--- src/rtl/morse_pkg.sv ---
// Shared symbol codes, ASCII constants and the Morse code table for the character decoder.
// Digit entries are compiled in only when MORSE_DIGITS_EN is defined.
package morse_pkg;

  localparam logic [2:0] SYM_WAIT  = 3'd0;
  localparam logic [2:0] SYM_DIT   = 3'd1;
  localparam logic [2:0] SYM_DAH   = 3'd2;
  localparam logic [2:0] SYM_GAP   = 3'd3;
  localparam logic [2:0] SYM_SPACE = 3'd4;

  localparam logic [7:0] ASCII_QMARK = 8'h3F;
  localparam logic [7:0] ASCII_SPACE = 8'h20;

  // Longest code in the table; element bits are shifted in MSB-first, DIT=0, DAH=1.
  localparam int CODE_W = 5;

  typedef struct packed {
    logic       hit;
    logic [7:0] ascii;
  } lookup_t;

  // Bits of code above cnt are always zero, so {cnt, code} is a unique key.
  function automatic lookup_t morse_lookup(input logic [7:0] cnt, input logic [CODE_W-1:0] code);
    logic [7:0] a;
    a = 8'h00;
    case ({cnt, code})
      {8'd1, 5'b00000}: a = "E";
      {8'd1, 5'b00001}: a = "T";
      {8'd2, 5'b00000}: a = "I";
      {8'd2, 5'b00001}: a = "A";
      {8'd2, 5'b00010}: a = "N";
      {8'd2, 5'b00011}: a = "M";
      {8'd3, 5'b00000}: a = "S";
      {8'd3, 5'b00001}: a = "U";
      {8'd3, 5'b00010}: a = "R";
      {8'd3, 5'b00011}: a = "W";
      {8'd3, 5'b00100}: a = "D";
      {8'd3, 5'b00101}: a = "K";
      {8'd3, 5'b00110}: a = "G";
      {8'd3, 5'b00111}: a = "O";
      {8'd4, 5'b00000}: a = "H";
      {8'd4, 5'b00001}: a = "V";
      {8'd4, 5'b00010}: a = "F";
      {8'd4, 5'b00100}: a = "L";
      {8'd4, 5'b00110}: a = "P";
      {8'd4, 5'b00111}: a = "J";
      {8'd4, 5'b01000}: a = "B";
      {8'd4, 5'b01001}: a = "X";
      {8'd4, 5'b01010}: a = "C";
      {8'd4, 5'b01011}: a = "Y";
      {8'd4, 5'b01100}: a = "Z";
      {8'd4, 5'b01101}: a = "Q";
`ifdef MORSE_DIGITS_EN
      {8'd5, 5'b11111}: a = "0";
      {8'd5, 5'b01111}: a = "1";
      {8'd5, 5'b00111}: a = "2";
      {8'd5, 5'b00011}: a = "3";
      {8'd5, 5'b00001}: a = "4";
      {8'd5, 5'b00000}: a = "5";
      {8'd5, 5'b10000}: a = "6";
      {8'd5, 5'b11000}: a = "7";
      {8'd5, 5'b11100}: a = "8";
      {8'd5, 5'b11110}: a = "9";
`endif
      default: a = 8'h00;
    endcase
    return '{hit: (a != 8'h00), ascii: a};
  endfunction

endpackage

--- src/rtl/morse_char_fifo.sv ---
// Small synchronous character FIFO; a push into a full FIFO is accepted only when a pop frees
// a slot on the same edge, otherwise it is discarded and drop_o pulses for one cycle.
module morse_char_fifo #(
  parameter int DEPTH = 4,
  parameter int WIDTH = 8
) (
  input  logic             clk,
  input  logic             reset,
  input  logic             push_i,
  input  logic [WIDTH-1:0] data_i,
  input  logic             pop_i,
  output logic [WIDTH-1:0] data_o,
  output logic             full_o,
  output logic             empty_o,
  output logic             drop_o
);

  localparam int PTR_W = $clog2(DEPTH);
  localparam int CNT_W = PTR_W + 1;

  logic [WIDTH-1:0] mem_q [DEPTH];
  logic [PTR_W-1:0] wptr_q, rptr_q;
  logic [CNT_W-1:0] count_q, count_d;
  logic             drop_q;
  logic             popOk, writeOk;

  assign full_o  = (count_q == CNT_W'(DEPTH));
  assign empty_o = (count_q == '0);
  assign popOk   = pop_i & ~empty_o;
  assign writeOk = push_i & (~full_o | popOk);
  assign data_o  = empty_o ? '0 : mem_q[rptr_q];
  assign drop_o  = drop_q;

  always_comb begin
    count_d = count_q;
    case ({writeOk, popOk})
      2'b10:   count_d = count_q + 1'b1;
      2'b01:   count_d = count_q - 1'b1;
      default: count_d = count_q;
    endcase
  end

  always_ff @(posedge clk or posedge reset) begin
    if (reset) begin
      for (int i = 0; i < DEPTH; i++) mem_q[i] <= '0;
      wptr_q  <= '0;
      rptr_q  <= '0;
      count_q <= '0;
      drop_q  <= 1'b0;
    end else begin
      if (writeOk) begin
        mem_q[wptr_q] <= data_i;
        wptr_q        <= wptr_q + 1'b1;
      end
      if (popOk) rptr_q <= rptr_q + 1'b1;
      count_q <= count_d;
      drop_q  <= push_i & full_o & ~popOk;
    end
  end

endmodule

--- src/rtl/morse_char_decoder.sv ---
// Accumulates DIT/DAH elements, decodes on GAP/SPACE and queues ASCII characters for the sink.
// Define MORSE_DIGITS_EN to add digits 0-9 to the decode table.
module morse_char_decoder
  import morse_pkg::*;
#(
  parameter int         FIFO_DEPTH = 4,
  parameter int         MAX_ELEMS  = 6,
  parameter logic [7:0] ERR_CHAR   = ASCII_QMARK,
  parameter logic [7:0] SPACE_CHAR = ASCII_SPACE
) (
  input  logic       clk,
  input  logic       reset,
  input  logic [2:0] inputSignal,
  output logic [7:0] out_char,
  output logic       out_valid,
  input  logic       out_ready,
  output logic       busy,
  output logic       code_err,
  output logic       drop
);

  localparam int              CNT_W   = $clog2(MAX_ELEMS + 2);
  localparam logic [CNT_W-1:0] CNT_SAT = CNT_W'(MAX_ELEMS + 1);

  localparam logic [1:0] ST_IDLE     = 2'd0;
  localparam logic [1:0] ST_ACCUM    = 2'd1;
  localparam logic [1:0] ST_SPC_PEND = 2'd2;

  logic [1:0]        state_q, state_d;
  logic [CODE_W-1:0] code_q, code_d;
  logic [CNT_W-1:0]  cnt_q, cnt_d;
  logic              lastSpace_q, lastSpace_d;
  logic              codeErr_q, codeErr_d;
  logic              pushEn;
  logic [7:0]        pushChar;
  logic              fifoFull, fifoEmpty;
  lookup_t           lk;
  logic              letterErr;
  logic [7:0]        letterChar;

  // A saturated count means the code ran past MAX_ELEMS and its bits are no longer meaningful.
  assign lk         = morse_lookup(8'(cnt_q), code_q);
  assign letterErr  = (cnt_q == CNT_SAT) | ~lk.hit;
  assign letterChar = letterErr ? ERR_CHAR : lk.ascii;

  always_comb begin
    state_d     = state_q;
    code_d      = code_q;
    cnt_d       = cnt_q;
    lastSpace_d = lastSpace_q;
    codeErr_d   = 1'b0;
    pushEn      = 1'b0;
    pushChar    = 8'h00;
    if (state_q == ST_SPC_PEND) begin
      pushEn      = 1'b1;
      pushChar    = SPACE_CHAR;
      lastSpace_d = 1'b1;
      state_d     = ST_IDLE;
    end else begin
      case (inputSignal)
        SYM_DIT, SYM_DAH: begin
          code_d  = {code_q[CODE_W-2:0], inputSignal == SYM_DAH};
          if (cnt_q != CNT_SAT) cnt_d = cnt_q + 1'b1;
          state_d = ST_ACCUM;
        end
        SYM_GAP, SYM_SPACE: begin
          if (cnt_q != '0) begin
            pushEn      = 1'b1;
            pushChar    = letterChar;
            codeErr_d   = letterErr;
            lastSpace_d = 1'b0;
            cnt_d       = '0;
            code_d      = '0;
            state_d     = (inputSignal == SYM_SPACE) ? ST_SPC_PEND : ST_IDLE;
          end else if ((inputSignal == SYM_SPACE) && !lastSpace_q) begin
            pushEn      = 1'b1;
            pushChar    = SPACE_CHAR;
            lastSpace_d = 1'b1;
          end
        end
        default: ;
      endcase
    end
  end

  always_ff @(posedge clk or posedge reset) begin
    if (reset) begin
      state_q     <= ST_IDLE;
      code_q      <= '0;
      cnt_q       <= '0;
      lastSpace_q <= 1'b0;
      codeErr_q   <= 1'b0;
    end else begin
      state_q     <= state_d;
      code_q      <= code_d;
      cnt_q       <= cnt_d;
      lastSpace_q <= lastSpace_d;
      codeErr_q   <= codeErr_d;
    end
  end

  morse_char_fifo #(
    .DEPTH(FIFO_DEPTH),
    .WIDTH(8)
  ) u_fifo (
    .clk    (clk),
    .reset  (reset),
    .push_i (pushEn),
    .data_i (pushChar),
    .pop_i  (out_ready),
    .data_o (out_char),
    .full_o (fifoFull),
    .empty_o(fifoEmpty),
    .drop_o (drop)
  );

  assign out_valid = ~fifoEmpty;
  assign busy      = (cnt_q != '0) | (state_q == ST_SPC_PEND);
  assign code_err  = codeErr_q;

endmodule
--- config.mk ---
export PLATFORM = sky130hd
export DESIGN_NAME = morse_char_decoder
export DESIGN_NICKNAME = d
export VERILOG_FILES = /design/src/rtl/morse_pkg.sv /design/src/rtl/morse_char_fifo.sv /design/src/rtl/morse_char_decoder.sv
export SDC_FILE = /design/constraint.sdc
export NUM_CORES = 1
export LEC_CHECK = 0
export BUFFER_PORTS_ARGS = -buffer_cell sky130_fd_sc_hd__buf_2
export CAP_MARGIN = 20
export CORE_MARGIN = 2
export CORE_UTILIZATION = 25
export DETAILED_ROUTE_END_ITERATION = 10
export PLACE_DENSITY = 0.48
export SYNTH_ARGS = -nofsm -noshare
export SYNTH_HDL_FRONTEND = slang
export SYNTH_HIERARCHICAL = 1
export SYNTH_SLANG_ARGS = --single-unit
--- constraint.sdc ---
create_clock -name clk -period 5.8 [get_ports clk]
set_input_delay 1.16 -clock clk [delete_from_list [all_inputs] [get_ports clk]]
set_output_delay 1.16 -clock clk [all_outputs]
set_load 0.01 [all_outputs]
==> results of run 1 <==
[layout by cell type, fill, tap and decap left out, types with 2 or more instances in the layout]
master	n
and3_1	3
inv_2	2
xnor2_1	4
nand2_1	19
inv_1	12
mux4_2	8
xor2_1	5
nor3b_1	2
o22ai_1	2
clkbuf_16	5
nor2_2	4
o21bai_2	2
o21bai_1	2
a22o_1	4
nor2b_1	4
o21a_1	4
buf_2	17
conb_1	4
dfrtp_1	52
ha_1	8
or3_1	3
nor3_1	4
nand3b_1	2
nand2b_1	8
mux2i_1	5
a31oi_1	7
mux2_2	31
o21ai_1	2
and2_1	9
o32ai_1	4
o21ai_0	4
nand3_1	2
mux2_1	2
nor2_1	10
a21oi_1	9
nor4b_1	2
[final cells by class]
| class | instances | area (um2) | area share (%) |
|---|---|---|---|
| multi-input combinational | 208 | 1740 | 49.0 |
| sequential | 52 | 1300 | 36.6 |
| tap | 172 | 215 | 6.05 |
| clock buffer | 5 | 125 | 3.52 |
| timing repair buffer | 18 | 92.6 | 2.60 |
| inverter | 14 | 52.6 | 1.48 |
| clock inverter | 3 | 27.5 | 0.774 |
[registers in the layout, indices dropped and copies added, names as in the netlist]
name            cells
u_fifo/count_q      3
lastSpace_q         1
state_q             2
u_fifo/wptr_q       2
u_fifo/rptr_q       2
u_fifo/drop_o       1
u_fifo/mem_q       32
cnt_q               3
code_err            1
code_q              5
[metal layers]
metal  GRT usage, %  wire length, um  vias up
met2           16.0             3020       24
met5              0                0        -
li1               -                -     1066
met1           15.7             3410     1079
met4           2.62               59        0
met3           1.76              150        5
[metrics by stage]
step                      utilization (%)  hold slack, ps
after floorplan                         -             453
after global placement               27.3             463
after detailed placement             27.3             477
after CTS                            28.5             495
after global routing                 28.5             511
final                                28.5             492
[logic make-up (layout without fill, tap and decap cells)]
logic type | after synthesis | after routing | synth area share, %
compound gates | 57 | 57 | 13.5
xor+xnor | 9 | 9 | 2.49
fa+ha+maj | 9 | 9 | 3.79
buf+inv | 32 | 40 | 4.19
flops | 52 | 52 | 41.1
mux | 46 | 46 | 19.0
other cells | 1 | 4 | 0.118
simple gates | 83 | 83 | 15.8
[critical path, cell delays in order, from the launching register on]
cell	delay, ps
dfrtp_1	510
inv_2	160
ha_1	180
nor2b_1	470
a21oi_1	130
or3_1	480
or2b_2	240
ha_1	190
inv_1	70
fa_1	420
xor2_1	150
nor2_1	110
xor2_1	140
[power groups by stage]
stage          Sequential (mW)  Combinational [mW]  Clock (mW)
3_3_place_gp             0.679               0.741           0
3_5_place_dp             0.683               0.750           0
4_1_cts                  0.675               0.752       0.316
6_report                 0.675               0.744       0.305
5_1_grt                  0.705               0.840       0.330
2_1_floorplan            0.567               0.680           0
[worst paths after layout]
check                      cells after the start                end        startpoint  slack, ps
setup / recovery                              12  u_fifo/count_q[2]          cnt_q[0]       2480
hold / removal                                 1   u_fifo/mem_q[25]  u_fifo/mem_q[25]        490
max in group asynchronous                      3   u_fifo/mem_q[31]             reset       4450
setup reg to reg                              12  u_fifo/count_q[2]          cnt_q[0]       2480
min in group asynchronous                      2           code_err             reset        880
hold reg to reg                                1   u_fifo/mem_q[25]  u_fifo/mem_q[25]        490
==> tab_implementation.tex, run 1 <==
\begin{tabular}{lr}
\hline
Metric & Value \\
\hline
\multicolumn{2}{l}{\textbf{Run status}} \\
\quad Status & finished, final reports clean \\
\multicolumn{2}{l}{\textbf{Final layout}} \\
\quad Cell Count, Final, Fillers Out & 472 \\
\quad Final antenna diode count & 0 \\
\quad Area grow syn2layout & 12.4\% \\
\quad Total non-filler cell area in the finished layout & 0.00356 mm2 \\
\quad Final layout net count & 314 \\
\quad Share of cells above drive strength 1 & 27.7\% \\
\quad Final-layout fill cell count & 1311 \\
\multicolumn{2}{l}{\textbf{STA}} \\
\quad Clk\_skew & 3.58 ps \\
\quad Final worst path period share & 57.3\% \\
\quad Setup WS post-layout & 2480 ps \\
\quad Fin. max-slew vios & 0 \\
\quad Unrepaired setup endpoints after global routing & no \\
\quad Total of endpoints with negative setup slack in the final report & 0 \\
\quad Final hold vios & 0 \\
\quad Relative slew slack & 54.6\% \\
\quad Time the final worst path needs with I/O delays and setup & 3320 ps \\
\quad Sum of negative setup slack & 0 ps \\
\quad Maximum clock frequency & 301 MHz \\
\quad Transition time at the pin with the least slew margin & 682 ps \\
\multicolumn{2}{l}{\textbf{Synth}} \\
\quad Biggest area consumer among synthesized cells & dfrtp\_1 \\
\quad Share of the synthesized area in the top cell type & 41.1\% \\
\quad EDFF count, synth & 0 \\
\quad Predominant post-synthesis flop cell & dfrtp\_1 \\
\quad Proportion of synthesized chip area in sequential cells & 41.1\% \\
\quad YS warnings & 6 \\
\quad Number of instances in the synthesized netlist & 289 \\
\quad Most numerous cell in the Yosys netlist & dfrtp\_1 \\
\quad Area contributors post-synth & dfrtp\_1, mux2\_2, mux4\_2, ha\_1, nand2\_1 \\
\quad Post-synthesis register bit count & 52 \\
\quad Avg Inst Size Synth & 11.0 um2 \\
\quad FFs w/ async S/R, synth & 100\% \\
\quad Number of distinct library cells after synthesis & 67 \\
\quad Post-Syn Area & 0.00317 mm2 \\
\quad Top cells by count, synth & dfrtp\_1, mux2\_2, nand2\_1 \\
\multicolumn{2}{l}{\textbf{Detailed routing}} \\
\quad Number of remaining DRC errors & 0 \\
\quad Detailed-route wire length & 6630 um \\
\quad Count of routing violations after the opening detailed-route iteration & 142 \\
\quad Average routed wire per standard cell & 14.0 um \\
\quad Detailed Routing Iterations Pass 1 & 6 \\
\quad Remaining antenna violation count & 0 \\
\quad Via count of the routed design & 2174 \\
\quad Vias per cell & 4.61 \\
\multicolumn{2}{l}{\textbf{Placement}} \\
\quad Worst-case setup slack after placement & 2310 ps \\
\quad Number of I/O port buffers & 17 \\
\quad Number of instances in the placed design & 464 \\
\quad Final weighted congestion in routability-driven placement & 0.789 \\
\quad Dpl hpwl & 4610 um \\
\quad Area after detailed placement & 0.00340 mm2 \\
\multicolumn{2}{l}{\textbf{Power and ir drop}} \\
\quad Switch Pwr & 0.674 mW \\
\quad Cell area power density & 484 mW/mm2 \\
\quad Switching share of power & 39.1\% \\
\quad Worst vdd ir & 0.154 mV \\
\quad Total leakage power & 1.56 nW \\
\quad Cell internal power dissipation & 1.05 mW \\
\quad Sequential share of power & 39.2\% \\
\quad Total Power Consumption & 1.72 mW \\
\quad Clock power share & 17.7\% \\
\quad Relative contribution of combinational cells to total power & 43.2\% \\
\multicolumn{2}{l}{\textbf{Critical path}} \\
\quad Arrival time reported for the critical path endpoint & 3540 ps \\
\quad Worst-path maximum fanout & 11 \\
\quad Crit Path Category & flip-flop to flip-flop \\
\quad Required time of the critical path & 6020 ps \\
\quad CP Launch Type & flip-flop \\
\quad Critical Path Sink Type & flip-flop \\
\multicolumn{2}{l}{\textbf{Clocking}} \\
\quad Number of setup buffers added after CTS & 0 \\
\quad Clock tree from TritonCTS & done \\
\quad H-tree depth & 2 \\
\quad Quantity of hold-fixing buffers added after cts & 0 \\
\quad Clock-pin slew on the worst setup and hold paths & 70 ps \\
\quad Maximum clock insertion buffer count & 2 \\
\quad Total number of clock tree sinks & 52 \\
\quad Worst skew pair latency & 290 ps \\
\quad Quantity of gates resized following cts & 0 \\
\quad Root cell of the clock tree & clkbuf\_16 \\
\quad Num CTS Buffers & 5 \\
\multicolumn{2}{l}{\textbf{Flow run}} \\
\quad Maximum capacitance violations & 0 \\
\multicolumn{2}{l}{\textbf{Floorplan}} \\
\quad Horiz. Die Dim & 117 um \\
\quad Die Area & 0.0136 mm2 \\
\quad Vert. Die Dim & 117 um \\
\quad Io pins & 18 \\
\quad Area inside the core boundary & 0.0125 mm2 \\
\quad Standard-cell row count & 41 \\
\quad Initial Utilization & 25.4\% \\
\multicolumn{2}{l}{\textbf{Global routing}} \\
\quad Leftover overflow at the end of global routing & 0 \\
\quad Maximum number of pins on one net before global-route repair & 41 \\
\quad Global-route wire length before repair & 11300 um \\
\quad Antenna violations before repair & 0 \\
\quad Total routing resource utilization after global routing & 10.6\% \\
\quad Number of global-route vias before repair & 2129 \\
\multicolumn{2}{l}{\textbf{Hold path}} \\
\quad Class of the tightest hold or removal check & flip-flop to flip-flop \\
\hline
\end{tabular}
No activity file was read; power rests on OpenSTA's default activity.
==> run 2, diff against run 1 <==
Settings changed: PLACE_DENSITY 0.48 to 0.5.
Clock period 5.8 ns to 2.9 ns, I/O delays scaled along.
==> tab_implementation.tex, run 2 (synthesis results as in run 1) <==
\begin{tabular}{lr}
\hline
Metric & Value \\
\hline
\multicolumn{2}{l}{\textbf{Run status}} \\
\quad Status & finished, final reports clean \\
\multicolumn{2}{l}{\textbf{Detailed routing}} \\
\quad Average routed wire per standard cell & 13.9 um \\
\quad Via count of the routed design & 2245 \\
\quad Vias per cell & 4.58 \\
\quad Remaining antenna violation count & 0 \\
\quad Detailed-route wire length & 6800 um \\
\quad Detailed Routing Iterations Pass 1 & 4 \\
\quad Count of routing violations after the opening detailed-route iteration & 96 \\
\quad Number of remaining DRC errors & 0 \\
\multicolumn{2}{l}{\textbf{Final layout}} \\
\quad Share of cells above drive strength 1 & 32.1\% \\
\quad Flip-flop count of the largest register, all copies and words added & 32 \\
\quad Commonest non-fill, non-tap cell in the layout & dfrtp\_1 \\
\quad Commonest cells after routing, fill and taps aside & dfrtp\_1, mux2\_2, nand2\_1, buf\_4, buf\_2 \\
\quad Total non-filler cell area in the finished layout & 0.00371 mm2 \\
\quad Cell Count, Final, Fillers Out & 490 \\
\quad Final layout net count & 332 \\
\quad Final antenna diode count & 0 \\
\quad Post-route core utilization & 29.8\% \\
\quad Register with the most flip-flops & u\_fifo/mem\_q \\
\quad Registers with the most flip-flops & u\_fifo/mem\_q (32), code\_q (5) \\
\quad Area grow syn2layout & 17.2\% \\
\multicolumn{2}{l}{\textbf{Clocking}} \\
\quad Worst skew pair latency & 280 ps \\
\quad Total number of clock tree sinks & 52 \\
\quad Num CTS Buffers & 5 \\
\quad H-tree depth & 2 \\
\quad Quantity of hold-fixing buffers added after cts & 0 \\
\quad Root cell of the clock tree & clkbuf\_16 \\
\quad Clock tree from TritonCTS & done \\
\quad Maximum clock insertion buffer count & 2 \\
\quad Quantity of gates resized following cts & 0 \\
\quad Clock-pin slew on the worst setup and hold paths & 70 ps \\
\quad Number of setup buffers added after CTS & 0 \\
\multicolumn{2}{l}{\textbf{Power and ir drop}} \\
\quad Total Power Consumption & 3.62 mW \\
\quad Worst vdd ir & 0.378 mV \\
\quad Cell area power density & 975 mW/mm2 \\
\quad Total leakage power & 1.66 nW \\
\multicolumn{2}{l}{\textbf{STA}} \\
\quad Transition time at the pin with the least slew margin & 698 ps \\
\quad Unrepaired setup endpoints after global routing & no \\
\quad Clk\_skew & 3.22 ps \\
\quad Setup WS post-layout & 263 ps \\
\quad Fin. max-slew vios & 0 \\
\quad Final hold vios & 0 \\
\quad Total of endpoints with negative setup slack in the final report & 0 \\
\quad Sum of negative setup slack & 0 ps \\
\quad Maximum clock frequency & 379 MHz \\
\quad Time the final worst path needs with I/O delays and setup & 2640 ps \\
\quad Final worst path period share & 90.9\% \\
\quad Final Hold Slack & 347 ps \\
\quad Relative slew slack & 53.5\% \\
\multicolumn{2}{l}{\textbf{Global routing}} \\
\quad Global-route wire length before repair & 11700 um \\
\quad Maximum number of pins on one net before global-route repair & 41 \\
\quad Total routing resource utilization after global routing & 11.0\% \\
\quad Leftover overflow at the end of global routing & 0 \\
\quad Number of global-route vias before repair & 2292 \\
\quad Antenna violations before repair & 0 \\
\multicolumn{2}{l}{\textbf{Floorplan}} \\
\quad Io pins & 18 \\
\quad Standard-cell row count & 41 \\
\quad Die Area & 0.0136 mm2 \\
\quad Vert. Die Dim & 117 um \\
\quad Horiz. Die Dim & 117 um \\
\quad Initial Utilization & 25.4\% \\
\quad Area inside the core boundary & 0.0125 mm2 \\
\multicolumn{2}{l}{\textbf{Critical path}} \\
\quad Arrival time reported for the critical path endpoint & 2850 ps \\
\quad Critical Path Sink Type & flip-flop \\
\quad CP Launch Type & flip-flop \\
\quad Worst-path maximum fanout & 5 \\
\quad Crit Path Category & flip-flop to flip-flop \\
\quad Required time of the critical path & 3110 ps \\
\multicolumn{2}{l}{\textbf{Placement}} \\
\quad Area after detailed placement & 0.00354 mm2 \\
\quad Number of instances in the placed design & 482 \\
\quad Dpl hpwl & 4860 um \\
\quad Worst-case setup slack after placement & 138 ps \\
\quad Final weighted congestion in routability-driven placement & 0.789 \\
\quad Number of I/O port buffers & 17 \\
\multicolumn{2}{l}{\textbf{Flow run}} \\
\quad Maximum capacitance violations & 0 \\
\multicolumn{2}{l}{\textbf{Hold path}} \\
\quad Class of the tightest hold or removal check & input port to async pin \\
\hline
\end{tabular}
-- run 2: cell types whose count changed in the layout (fill, tap and decap cells not counted), sizes merged --
cell,before,now
bufinv,0,1
inv,15,14
buf,18,36
-- run 2: report_power, final --
| group | switching, mW | internal, mW |
|---|---|---|
| clock | 0.257 | 0.406 |
| combinational | 0.841 | 0.870 |
| sequential | 0.251 | 0.992 |
-- run 2: final cells by class --
cell class	instances	area (um2)
clock buffer	5	125
clock inverter	3	42.5
fill	1290	8760
inverter	14	52.6
multi-input combinational	208	1750
sequential	52	1300
tap	172	215
timing repair buffer	36	228
-- run 2: worst paths after layout --
check                      slack [ps]           endpoint  cells after the start             start
min in group clk                  490   u_fifo/mem_q[25]                      1  u_fifo/mem_q[25]
hold reg to reg                   490   u_fifo/mem_q[25]                      1  u_fifo/mem_q[25]
hold / removal                    350         state_q[1]                      2             reset
setup / recovery                  260  u_fifo/count_q[2]                     12          cnt_q[1]
max in group asynchronous        2120   u_fifo/mem_q[19]                      3             reset
setup reg to reg                  260  u_fifo/count_q[2]                     12          cnt_q[1]
-- run 2: routing by layer --
metal / wire (um) / GRT usage [%] / up-vias
met4: 54 / 2.46 / 0
met3: 164 / 1.76 / 4
li1: - / - / 1102
met1: 3380 / 15.7 / 1110
met5: 0 / 0 / -
met2: 3200 / 17.6 / 29
-- run 2: worst max-delay path, stage by stage (launching register included) --
cell     delay, ps
dfrtp_1        380
inv_1           70
ha_1           160
nor2b_2        230
a21oi_1         90
or3_1          370
or2b_2         210
ha_1           180
inv_1           60
fa_1           420
xor2_1         150
nor2_1         110
xor2_1         150
